[src/rtl/instruction_fetch_queue_if.sv]
// rtl/instruction_fetch_queue_if.sv - fetch queue memory, redirect and decoder-facing signals
interface instruction_fetch_queue_if #(
    parameter int QDEPTH = 4
);
    localparam int CW = $clog2(QDEPTH) + 1;

    logic          imem_req;
    logic [31:0]   imem_addr;
    logic          imem_rvalid;
    logic [31:0]   imem_rdata;
    logic          redirect;
    logic [31:0]   redirect_pc;
    logic          id_stall;
    logic          inst_valid;
    logic [31:0]   inst_word;
    logic [31:0]   inst_pc;
    logic [4:0]    inst_read_reg_addr1;
    logic [4:0]    inst_read_reg_addr2;
    logic [4:0]    rd;
    logic [15:0]   inst_imm_field;
    logic [CW-1:0] queue_count;

    // Fetch unit side
    modport master (
        output imem_req, imem_addr,
        input  imem_rvalid, imem_rdata,
        input  redirect, redirect_pc, id_stall,
        output inst_valid, inst_word, inst_pc,
        output inst_read_reg_addr1, inst_read_reg_addr2, rd, inst_imm_field,
        output queue_count
    );

    // Memory / pipeline side
    modport slave (
        input  imem_req, imem_addr,
        output imem_rvalid, imem_rdata,
        output redirect, redirect_pc, id_stall,
        input  inst_valid, inst_word, inst_pc,
        input  inst_read_reg_addr1, inst_read_reg_addr2, rd, inst_imm_field,
        input  queue_count
    );
endinterface

[src/rtl/instruction_fetch_queue.sv]
// rtl/instruction_fetch_queue.sv - PC tracking, single-outstanding fetch and instruction FIFO
module instruction_fetch_queue #(
    parameter int          QDEPTH   = 4,
    parameter logic [31:0] RESET_PC = 32'h0000_0000
) (
    input  logic clk,
    input  logic reset,
    instruction_fetch_queue_if.master bus
);
    localparam int AW = $clog2(QDEPTH);
    localparam int CW = AW + 1;

    logic [31:0]   fetch_pc;
    logic [31:0]   req_pc;
    logic          outstanding;
    logic          drop_pending;
    logic [31:0]   q_word [QDEPTH];
    logic [31:0]   q_pc   [QDEPTH];
    logic [AW-1:0] rd_ptr;
    logic [AW-1:0] wr_ptr;
    logic [CW-1:0] count;

    logic          head_valid;
    logic [CW:0]   inflight;
    logic          issue;
    logic          push;
    logic          pop;
    logic [31:0]   head_word;
    logic [31:0]   head_pc;
    logic [1:0]    redirect_pc_unused;

    assign redirect_pc_unused = bus.redirect_pc[1:0];

    assign head_valid = (count != '0);
    // Slots already committed: stored entries plus the one in flight; a pop this cycle is not credited
    assign inflight   = {1'b0, count} + {{CW{1'b0}}, outstanding};
    assign issue      = !reset && !bus.redirect && (!outstanding || bus.imem_rvalid)
                        && !drop_pending && (inflight < (CW+1)'(QDEPTH));
    assign push       = bus.imem_rvalid && !drop_pending && !bus.redirect;
    assign pop        = head_valid && !bus.id_stall && !bus.redirect;

    // Fetch control, FIFO pointers and occupancy
    always_ff @(posedge clk or posedge reset) begin
        if (reset) begin
            fetch_pc     <= RESET_PC;
            req_pc       <= RESET_PC;
            outstanding  <= 1'b0;
            drop_pending <= 1'b0;
            rd_ptr       <= '0;
            wr_ptr       <= '0;
            count        <= '0;
        end else if (bus.redirect) begin
            fetch_pc     <= {bus.redirect_pc[31:2], 2'b00};
            rd_ptr       <= '0;
            wr_ptr       <= '0;
            count        <= '0;
            // A request still in flight will come back stale and must be swallowed
            drop_pending <= outstanding && !bus.imem_rvalid;
            if (bus.imem_rvalid) begin
                outstanding <= 1'b0;
            end
        end else begin
            if (issue) begin
                fetch_pc    <= fetch_pc + 32'd4;
                req_pc      <= fetch_pc;
                outstanding <= 1'b1;
            end else if (bus.imem_rvalid) begin
                outstanding <= 1'b0;
            end
            if (bus.imem_rvalid) begin
                drop_pending <= 1'b0;
            end
            if (push) begin
                wr_ptr <= wr_ptr + AW'(1);
            end
            if (pop) begin
                rd_ptr <= rd_ptr + AW'(1);
            end
            if (push && !pop) begin
                count <= count + CW'(1);
            end else if (pop && !push) begin
                count <= count - CW'(1);
            end
        end
    end

    // FIFO storage; contents are don't-care while count is zero, so no reset
    always_ff @(posedge clk) begin
        if (push) begin
            q_word[wr_ptr] <= bus.imem_rdata;
            q_pc[wr_ptr]   <= req_pc;
        end
    end

    assign head_word = head_valid ? q_word[rd_ptr] : 32'h0;
    assign head_pc   = head_valid ? q_pc[rd_ptr]   : 32'h0;

    assign bus.imem_req            = issue;
    assign bus.imem_addr           = fetch_pc;
    assign bus.inst_valid          = head_valid;
    assign bus.inst_word           = head_word;
    assign bus.inst_pc             = head_pc;
    assign bus.inst_read_reg_addr1 = head_word[25:21];
    assign bus.inst_read_reg_addr2 = head_word[20:16];
    assign bus.rd                  = head_word[15:11];
    assign bus.inst_imm_field      = head_word[15:0];
    assign bus.queue_count         = count;
endmodule
[src/flat_wrapper.sv]
// flat-port wrapper written by rule: the top's interface ports become plain ports
module instruction_fetch_queue_flat 
#(
    parameter int          QDEPTH   = 4,
    parameter logic [31:0] RESET_PC = 32'h0000_0000
)
  (clk, reset, bus_imem_req, bus_imem_addr, bus_imem_rvalid, bus_imem_rdata, bus_redirect, bus_redirect_pc, bus_id_stall, bus_inst_valid, bus_inst_word, bus_inst_pc, bus_inst_read_reg_addr1, bus_inst_read_reg_addr2, bus_rd, bus_inst_imm_field, bus_queue_count);
  instruction_fetch_queue_if #(.QDEPTH(QDEPTH)) bus_i ();
  input  logic clk;
  input  logic reset;
  output wire logic [$bits(bus_i.imem_req)-1:0] bus_imem_req;
  output wire logic [$bits(bus_i.imem_addr)-1:0] bus_imem_addr;
  input wire logic [$bits(bus_i.imem_rvalid)-1:0] bus_imem_rvalid;
  input wire logic [$bits(bus_i.imem_rdata)-1:0] bus_imem_rdata;
  input wire logic [$bits(bus_i.redirect)-1:0] bus_redirect;
  input wire logic [$bits(bus_i.redirect_pc)-1:0] bus_redirect_pc;
  input wire logic [$bits(bus_i.id_stall)-1:0] bus_id_stall;
  output wire logic [$bits(bus_i.inst_valid)-1:0] bus_inst_valid;
  output wire logic [$bits(bus_i.inst_word)-1:0] bus_inst_word;
  output wire logic [$bits(bus_i.inst_pc)-1:0] bus_inst_pc;
  output wire logic [$bits(bus_i.inst_read_reg_addr1)-1:0] bus_inst_read_reg_addr1;
  output wire logic [$bits(bus_i.inst_read_reg_addr2)-1:0] bus_inst_read_reg_addr2;
  output wire logic [$bits(bus_i.rd)-1:0] bus_rd;
  output wire logic [$bits(bus_i.inst_imm_field)-1:0] bus_inst_imm_field;
  output wire logic [$bits(bus_i.queue_count)-1:0] bus_queue_count;
  assign bus_imem_req = bus_i.imem_req;
  assign bus_imem_addr = bus_i.imem_addr;
  assign bus_i.imem_rvalid = bus_imem_rvalid;
  assign bus_i.imem_rdata = bus_imem_rdata;
  assign bus_i.redirect = bus_redirect;
  assign bus_i.redirect_pc = bus_redirect_pc;
  assign bus_i.id_stall = bus_id_stall;
  assign bus_inst_valid = bus_i.inst_valid;
  assign bus_inst_word = bus_i.inst_word;
  assign bus_inst_pc = bus_i.inst_pc;
  assign bus_inst_read_reg_addr1 = bus_i.inst_read_reg_addr1;
  assign bus_inst_read_reg_addr2 = bus_i.inst_read_reg_addr2;
  assign bus_rd = bus_i.rd;
  assign bus_inst_imm_field = bus_i.inst_imm_field;
  assign bus_queue_count = bus_i.queue_count;
  instruction_fetch_queue #(.QDEPTH(QDEPTH), .RESET_PC(RESET_PC)) u_core (.clk(clk), .reset(reset), .bus(bus_i));
endmodule
[config.mk]
export PLATFORM = sky130hd
export DESIGN_NAME = instruction_fetch_queue_flat
export DESIGN_NICKNAME = d
export VERILOG_FILES = /design/src/rtl/instruction_fetch_queue_if.sv /design/src/rtl/instruction_fetch_queue.sv /design/src/flat_wrapper.sv
export SDC_FILE = /design/constraint.sdc
export NUM_CORES = 1
export LEC_CHECK = 0
export BUFFER_PORTS_ARGS = -buffer_cell sky130_fd_sc_hd__buf_4
export CORE_AREA = 3 3 148 150
export CTS_BUF_LIST = sky130_fd_sc_hd__clkbuf_4
export CTS_CLUSTER_DIAMETER = 60
export CTS_CLUSTER_SIZE = 10
export DETAILED_ROUTE_END_ITERATION = 16
export DIE_AREA = 0 0 151 153
export GPL_TIMING_DRIVEN = 0
export MAX_ROUTING_LAYER = met4
export PLACE_DENSITY = 0.94
export SYNTH_ARGS = -nofsm -noshare
export SYNTH_HDL_FRONTEND = slang
export SYNTH_SLANG_ARGS = --single-unit
[constraint.sdc]
create_clock -name clk -period 4.7 [get_ports clk]
set_clock_uncertainty 0.1 [all_clocks]
set_input_delay 0.47 -clock clk [delete_from_list [all_inputs] [get_ports clk]]
set_output_delay 0.47 -clock clk [all_outputs]
set_load 0.1 [all_outputs]
==> flow_metrics.tcl, run 1 <==
set metrics [dict create \
    clock_sinks 317 \
    fmax_mhz 273 \
    min_period_over_period_pct 78.0 \
    layout.nets 1180 \
    cts_made_buffers 37 \
    critical_path.max_stage_delay_ns 0.56 \
    grt_pass1_vias 8230 \
    grt_max_degree 70 \
    synth.largest_area_cell "edfxtp_1" \
    finalHoldViolCount 0 \
    hp-start "bus_redirect_pc[13]" \
    dr.pass1.iters 5 \
    syn_area_sq_um 13000 \
    synthArstFlopShare_pct 21.8 \
    start_util_pct 62.3 \
    io_pins 201 \
    ys_top_cells_by_area "edfxtp_1, dfrtp_1, mux4_2" \
    cp.arrival_ns 3.09 \
    die_width_um 151 \
    post_synth.cell_area_avg_sq_um 16.1 \
    drt-initial-drc-count 435 \
    path_cells "clkbuf_1 > buf_2 > mux4_2 > and2_1 > buf_4 > buf_4" \
    final_antenna_net_count 0 \
    num_vias 7970 \
    dieArea_sq_um 23100 \
    dp.cells 1279 \
    num_rows 53 \
    worst_slew_pin_slew_ns 0.860 \
    end_kind "primary output" \
    path_delay_family "buffers and inverters" \
    slew-limit-headroom_pct 42.7 \
    path_clk_slew_ns 0.10 \
    status "finished, final reports clean" \
    hold_class "in -> reg" \
    grt_first_pass_wirelength_um 44000 \
    die_h_um 153 \
    cts_tree "built" \
    cp-start-kind "flop" \
    synth-seq-cells 317 \
    mostFrequentLayoutCell "edfxtp_1" \
    postCtsSetupRepairBufs 0 \
    r2r_cells 7 \
    drc_errors 0 \
    cts_max_level 2 \
    cts_resized 0 \
    core_area_sq_um 20800 \
    antenna_found_initial 1 \
    synth_top_area_share_pct 57.4 \
    yosys_warnings 0 \
    worstPathBufferInverterCount 4 \
    finalCriticalPeriod_ns 3.66 \
    critical_path.most_common_cell "buf_4" \
    hpwlAfterDp_um 18100 \
    required_ns 4.13 \
    r2r_slack_ns 2.30 \
    drv_cap 0 \
    setup_viol 0 \
    path_max_fanout 10 \
    seq_area_frac_synth_pct 70.7 \
    r2r-start "u_core.bus.queue_count[2]" \
    holdPathStages 4 \
    portBuffers 193 \
    r2r_end "u_core.req_pc[7]" \
    drt-vias-per-instance 5.68 \
    grt-ovfl-total 0 \
    wl_per_cell_um 20.1 \
    synth_ff_type "edfxtp_1" \
    path_class "reg -> out" \
    setup_ws_ns 1.04 \
    area_delta_synth_final_pct 23.1 \
    clock_path_buffers 3 \
    slew_violations 0 \
    rsz0062_at_grt "no" \
    drive_gt1_share_pct 34.0 \
    num-fill-cells 1206 \
    pre_cts_ws_ns 1.58 \
    cts_root_buffer "clkbuf_4" \
    drt-total-wl_um 28200 \
    yosysUniqueCellTypes 47 \
    final_cells 1403 \
    crit_slowest_cell "mux4_2" \
    whs_endpoint "u_core.bus.imem_addr[13]" \
    grt_use_total_pct 25.6 \
    fin_tns_setup_ns 0 \
    synth_edf_count 248 \
    insertion_delay_ns 0.64 \
    place_congestion 0.847 \
    final_cell_mix "edfxtp_1, buf_4, nand2_1" \
    synthCells 804 \
]
per-stage QoR:
step / area, sq um / hold slack (ns) / utilization (%)
after floorplan: 13000 / 0.376 / -
after global placement: 14800 / 0.393 / 71.0
after detailed placement: 14900 / 0.406 / 71.6
after CTS: 16000 / 0.00511 / 76.7
after global routing: 16000 / 0.0222 / 76.7
final: 16000 / 0.0538 / 76.7
worst max-delay path by stage:
stage	cells after the start	start	to	slack (ns)
final	6	u_core.rd_ptr[0]	bus_inst_word[11]	1.04
after global routing	6	u_core.rd_ptr[0]	bus_inst_word[11]	0.78
after CTS	6	u_core.rd_ptr[0]	bus_rd[1]	0.88
after detailed placement	6	u_core.rd_ptr[0]	bus_rd[1]	1.58
after global placement	5	bus_imem_rvalid	u_core.q_word[3][9]	0.64
after floorplan	5	u_core.bus.queue_count[2]	bus_inst_word[20]	0.51
worst reg2reg max path, stage by stage, from the launching register on:
cell,delay [ns]
dfrtp_1,0.44
or3_1,0.39
a21oi_1,0.28
nand2_1,0.24
clkbuf_1,0.32
clkbuf_1,0.33
nand2_1,0.15
nand2_1,0.06
area by class of cell:
cell class / instances / area [sq um] / share of cell area (%)
clock inverters: 2 / 8.76 / 0.0548
well taps: 275 / 344 / 2.15
clock buffers: 59 / 443 / 2.77
diodes: 1 / 2.50 / 0.0157
plain buffers: 72 / 415 / 2.60
inverters: 11 / 43.8 / 0.274
flip-flops and latches: 317 / 9170 / 57.4
repair buffers: 259 / 2180 / 13.6
multi-input cells: 407 / 3370 / 21.1
registers in the layout, indices dropped and copies added, names as in the netlist:
name,flops
u_core.wr_ptr,2
u_core.outstanding,1
u_core.q_word,128
u_core.req_pc,30
u_core.bus.queue_count,3
u_core.drop_pending,1
u_core.q_pc,120
u_core.rd_ptr,2
u_core.bus.imem_addr,30
kinds of logic after synthesis:
kind of cell | Yosys count | share of synthesized area, %
compound gates | 49 | 2.45
flops | 317 | 70.7
other cells | 1 | 0.0289
simple gates | 259 | 10.0
mux | 67 | 11.2
xor+xnor | 22 | 1.48
buf+inv | 83 | 3.52
fa+ha+maj | 6 | 0.636
per-layer routing:
layer / global-route usage, % / up-vias / routed length, um
met5: - / - / 0
met4: 8.77 / 0 / 803
met3: 4.27 / 73 / 2210
met2: 41.7 / 366 / 14300
met1: 33.3 / 3948 / 10900
li1: - / 3583 / -
synth_stat cells (2+ instances only):
cell type	instances
edfxtp_1	248
nand2_1	119
dfrtp_1	69
and2_1	68
mux4_2	62
buf_4	35
clkbuf_1	23
nor2_1	18
o21ai_1	18
nand4_1	17
nand3_1	13
xor2_1	13
buf_2	11
xnor2_1	9
inv_1	8
o211ai_1	8
a21oi_1	5
ha_1	5
nor3_1	5
o311ai_1	5
and3_1	3
and4_1	3
buf_1	3
inv_2	3
mux2i_1	3
o21ai_0	3
a221o_1	2
a22oi_1	2
mux2_2	2
nand2_2	2
nor4_1	2
or3_1	2
what timing repair did:
action / in CTS / in global routing
endpoints found under the hold margin: 227 / 0
hold buffers: 62 / 0
setup endpoints to repair: 0 / 0
Power of run 1 is not shown: default switching activity piles up to over one toggle a cycle in this logic, so the estimate is an artifact.
==> inputs of run 2 (changes only) <==
Settings changed: ABC_AREA set to 1, CORE_AREA 3 3 148 150 to 3 3 157 159, DIE_AREA 0 0 151 153 to 0 0 160 162, PLACE_DENSITY 0.94 to 0.89.
Clock period 4.7 ns to 3.6 ns, I/O delays scaled along.
==> run 2 against run 1 <==
- critical endpoint is now bus_inst_pc[18]
- largest cell class unchanged
- cell area grew 7.6%
- critical path depth increased by 1
- final cell count is 39% higher
- non-clock buffer count up 31
- synthesized cell count rose by 61%
- setup slack got worse by 0.81 ns
==> flow_metrics.tcl, run 2 <==
set metrics [dict create \
    path_class "reg -> out" \
    min_period_over_period_pct 93.6 \
    hpwlAfterDp_um 22800 \
    r2r_end "u_core.q_word[3][7]" \
    grt_use_total_pct 27.3 \
    die_width_um 160 \
    fmax_mhz 297 \
    whs_endpoint "u_core.bus.queue_count[2]" \
    dr.pass1.iters 5 \
    synth_top_area_share_pct 54.2 \
    cts_max_level 2 \
    hold_class "in -> reg" \
    synth-simple-area-share_pct 17.3 \
    setup_viol 0 \
    netSwitchingFraction_pct 50.9 \
    synthArstFlopShare_pct 21.8 \
    r2r_slack_ns 1.41 \
    final_antenna_net_count 0 \
    drc_errors 0 \
    hold_slack_ns 0.0856 \
    drive_gt1_share_pct 26.5 \
    seq_area_frac_synth_pct 66.7 \
    synth_common_cells "nor2_1, edfxtp_1, o21ai_0" \
    hp-start "bus_id_stall" \
    antenna_found_initial 1 \
    drt-initial-drc-count 786 \
    path_max_fanout 19 \
    num_rows 56 \
    portBuffers 193 \
    final_cell_mix "nor2_1, edfxtp_1, buf_4" \
    num_vias 10600 \
    die_h_um 162 \
    r2r_cells 6 \
    synthCells 1297 \
    grt_max_degree 70 \
    insertion_delay_ns 0.64 \
    cp.arrival_ns 2.91 \
    top_register "u_core.q_word" \
    path_cells "buf_2 > clkinv_2 > buf_2 > clkbuf_1 > o21ai_0 > a21oi_2 > buf_4" \
    path_clk_slew_ns 0.11 \
    top_regs "u_core.q_word x128, u_core.q_pc x120" \
    largest_register_ffs 128 \
    drv_cap 0 \
    core_area_sq_um 23400 \
    synth_top_family_by_area "simple AND/OR/NAND/NOR gates" \
    finalHoldViolCount 0 \
    syn_area_sq_um 13700 \
    area_delta_synth_final_pct 25.0 \
    io_pins 201 \
    grt_first_pass_wirelength_um 54900 \
    crit_slowest_cell "clkbuf_1" \
    yosys_warnings 0 \
    required_ns 3.14 \
    combPwrFrac_pct 50.7 \
    post_synth.cell_area_avg_sq_um 10.6 \
    fin_tns_setup_ns 0 \
    rsz0062_at_grt "no" \
    wl_per_cell_um 17.8 \
    grt_pass1_vias 10900 \
    postCtsSetupRepairBufs 0 \
    switchingPower_mw 6.85 \
    clock_path_buffers 3 \
    r2r-start "u_core.drop_pending" \
    critical_path.most_common_cell "buf_2" \
    synth.most_common_cell "nor2_1" \
    mostFrequentLayoutCell "nor2_1" \
    p_leak_nw 6.92 \
    layout.nets 1678 \
    p_int_mw 6.60 \
    holdPathStages 5 \
    synthAdderAreaFrac_pct 0.601 \
    place_congestion 0.886 \
    cts_made_buffers 37 \
    cts_tree "built" \
    pwr-share-clk_pct 13.7 \
    synth_edf_count 248 \
    synth_ff_type "edfxtp_1" \
    yosysUniqueCellTypes 38 \
    finalCriticalPeriod_ns 3.37 \
    status "finished, final reports clean" \
    synth.largest_area_cell "edfxtp_1" \
    vdd_drop_max_mv 0.549 \
    clock_sinks 317 \
    synth-seq-cells 317 \
    grt-ovfl-total 0 \
    fin_area_sq_um 17200 \
    slew_violations 0 \
    worst_slew_pin_slew_ns 0.869 \
    dieArea_sq_um 25900 \
    ys_top_cells_by_area "edfxtp_1, dfrtp_1, nor2_1" \
    synth_xor_area_share_pct 0.501 \
    cts_root_buffer "clkbuf_4" \
    drt-total-wl_um 34600 \
    end_kind "primary output" \
    cp-start-kind "flop" \
    drt-vias-per-instance 5.45 \
    place_area_sq_um 16100 \
    start_util_pct 58.7 \
    pwr-share-seq_pct 35.6 \
    num-fill-cells 1513 \
    critical_path.max_stage_delay_ns 0.40 \
    synth_compound_area_share_pct 8.68 \
    p_per_area_nw_per_um2 782 \
    finalPower_mw 13.4 \
    muxShareOfSynthArea_pct 0 \
    slew-limit-headroom_pct 42.1 \
]
==> run 2: cell count changes after synthesis, moves of 13 or more <==
cell     change
nor2_1     +296
nand3_1     +46
o21ai_0    +146
a21oi_1     +64
and2_1      -68
mux4_2      -62
nand2_1     +24
inv_1       +62
buf_2       +13
==> run 2: timing repair <==
action | 4_1_cts | 5_1_grt
resized for setup | 0 | 3
endpoints found under the setup margin | 0 | 17
hold endpoints to repair | 231 | 0
hold buffers | 64 | 0
==> run 2: power groups by stage <==
stage               clock network (mW)  logic, mW  registers [mW]
finish                            1.85       6.82            4.79
global route                      2.03       7.10            4.83
CTS                               1.87       6.81            4.77
detailed placement                   0       6.74            4.85
global placement                     0       6.62            4.82
floorplan                            0       4.89            5.21
==> run 2: stage by stage <==
stage                     util (%)  setup slack, ns  instances
final                         73.4            0.230       1944
after global routing          73.4           0.0759       1944
after CTS                     73.4          0.00139       1944
after detailed placement      68.8            0.717       1820
after global placement        68.0            -2.27       1812
after floorplan                  -           -0.424       1300
==> run 2: logic make-up after synthesis <==
| logic type | after synthesis |
|---|---|
| xor gates and xnor gates | 7 |
| adders and majority gates | 6 |
| buffers and inverters | 176 |
| DFF | 317 |
| AOI/OAI and AO/OA | 235 |
| other | 1 |
| and+or+nand+nor | 555 |
==> run 2: area by class of cell <==
class	count	area [sq um]	area share, %
antenna	1	2.50	0.0146
buffer	97	554	3.22
inverter	78	297	1.73
timing repair buffer	265	2250	13.1
multi-input combinational	807	4060	23.6
tap	319	399	2.32
sequential	317	9180	53.4
clock inverter	2	8.76	0.0510
clock buffer	58	435	2.53
==> run 2: metal layers <==
metal,vias up,GRT usage (%),share of wire (%)
met3,74,4.57,8.8
met1,4986,34.1,39
met4,0,9.63,2.7
met5,-,-,0
met2,578,45.8,50
li1,4961,-,-
==> run 2: how the worst max path moves through the flow <==
stage	from	endpoint	slack, ns
finish	u_core.rd_ptr[0]	bus_inst_pc[18]	0.23
global route	u_core.rd_ptr[0]	bus_inst_pc[30]	0.08
CTS	u_core.bus.queue_count[0]	bus_rd[1]	0.001
detailed placement	u_core.bus.queue_count[0]	bus_rd[1]	0.72
global placement	bus_redirect	u_core.q_word[3][5]	-2.27
floorplan	bus_redirect	u_core.q_pc[0][10]	-0.42
==> run 2: worst max-delay path, delay by kind of cell, from the launching register on <==
family / cells / cell delay [ns]
buf+inv: 5 / 1.46
flops: 1 / 0.38
compound gates: 2 / 0.42
Power figures use the tool's default switching activity.
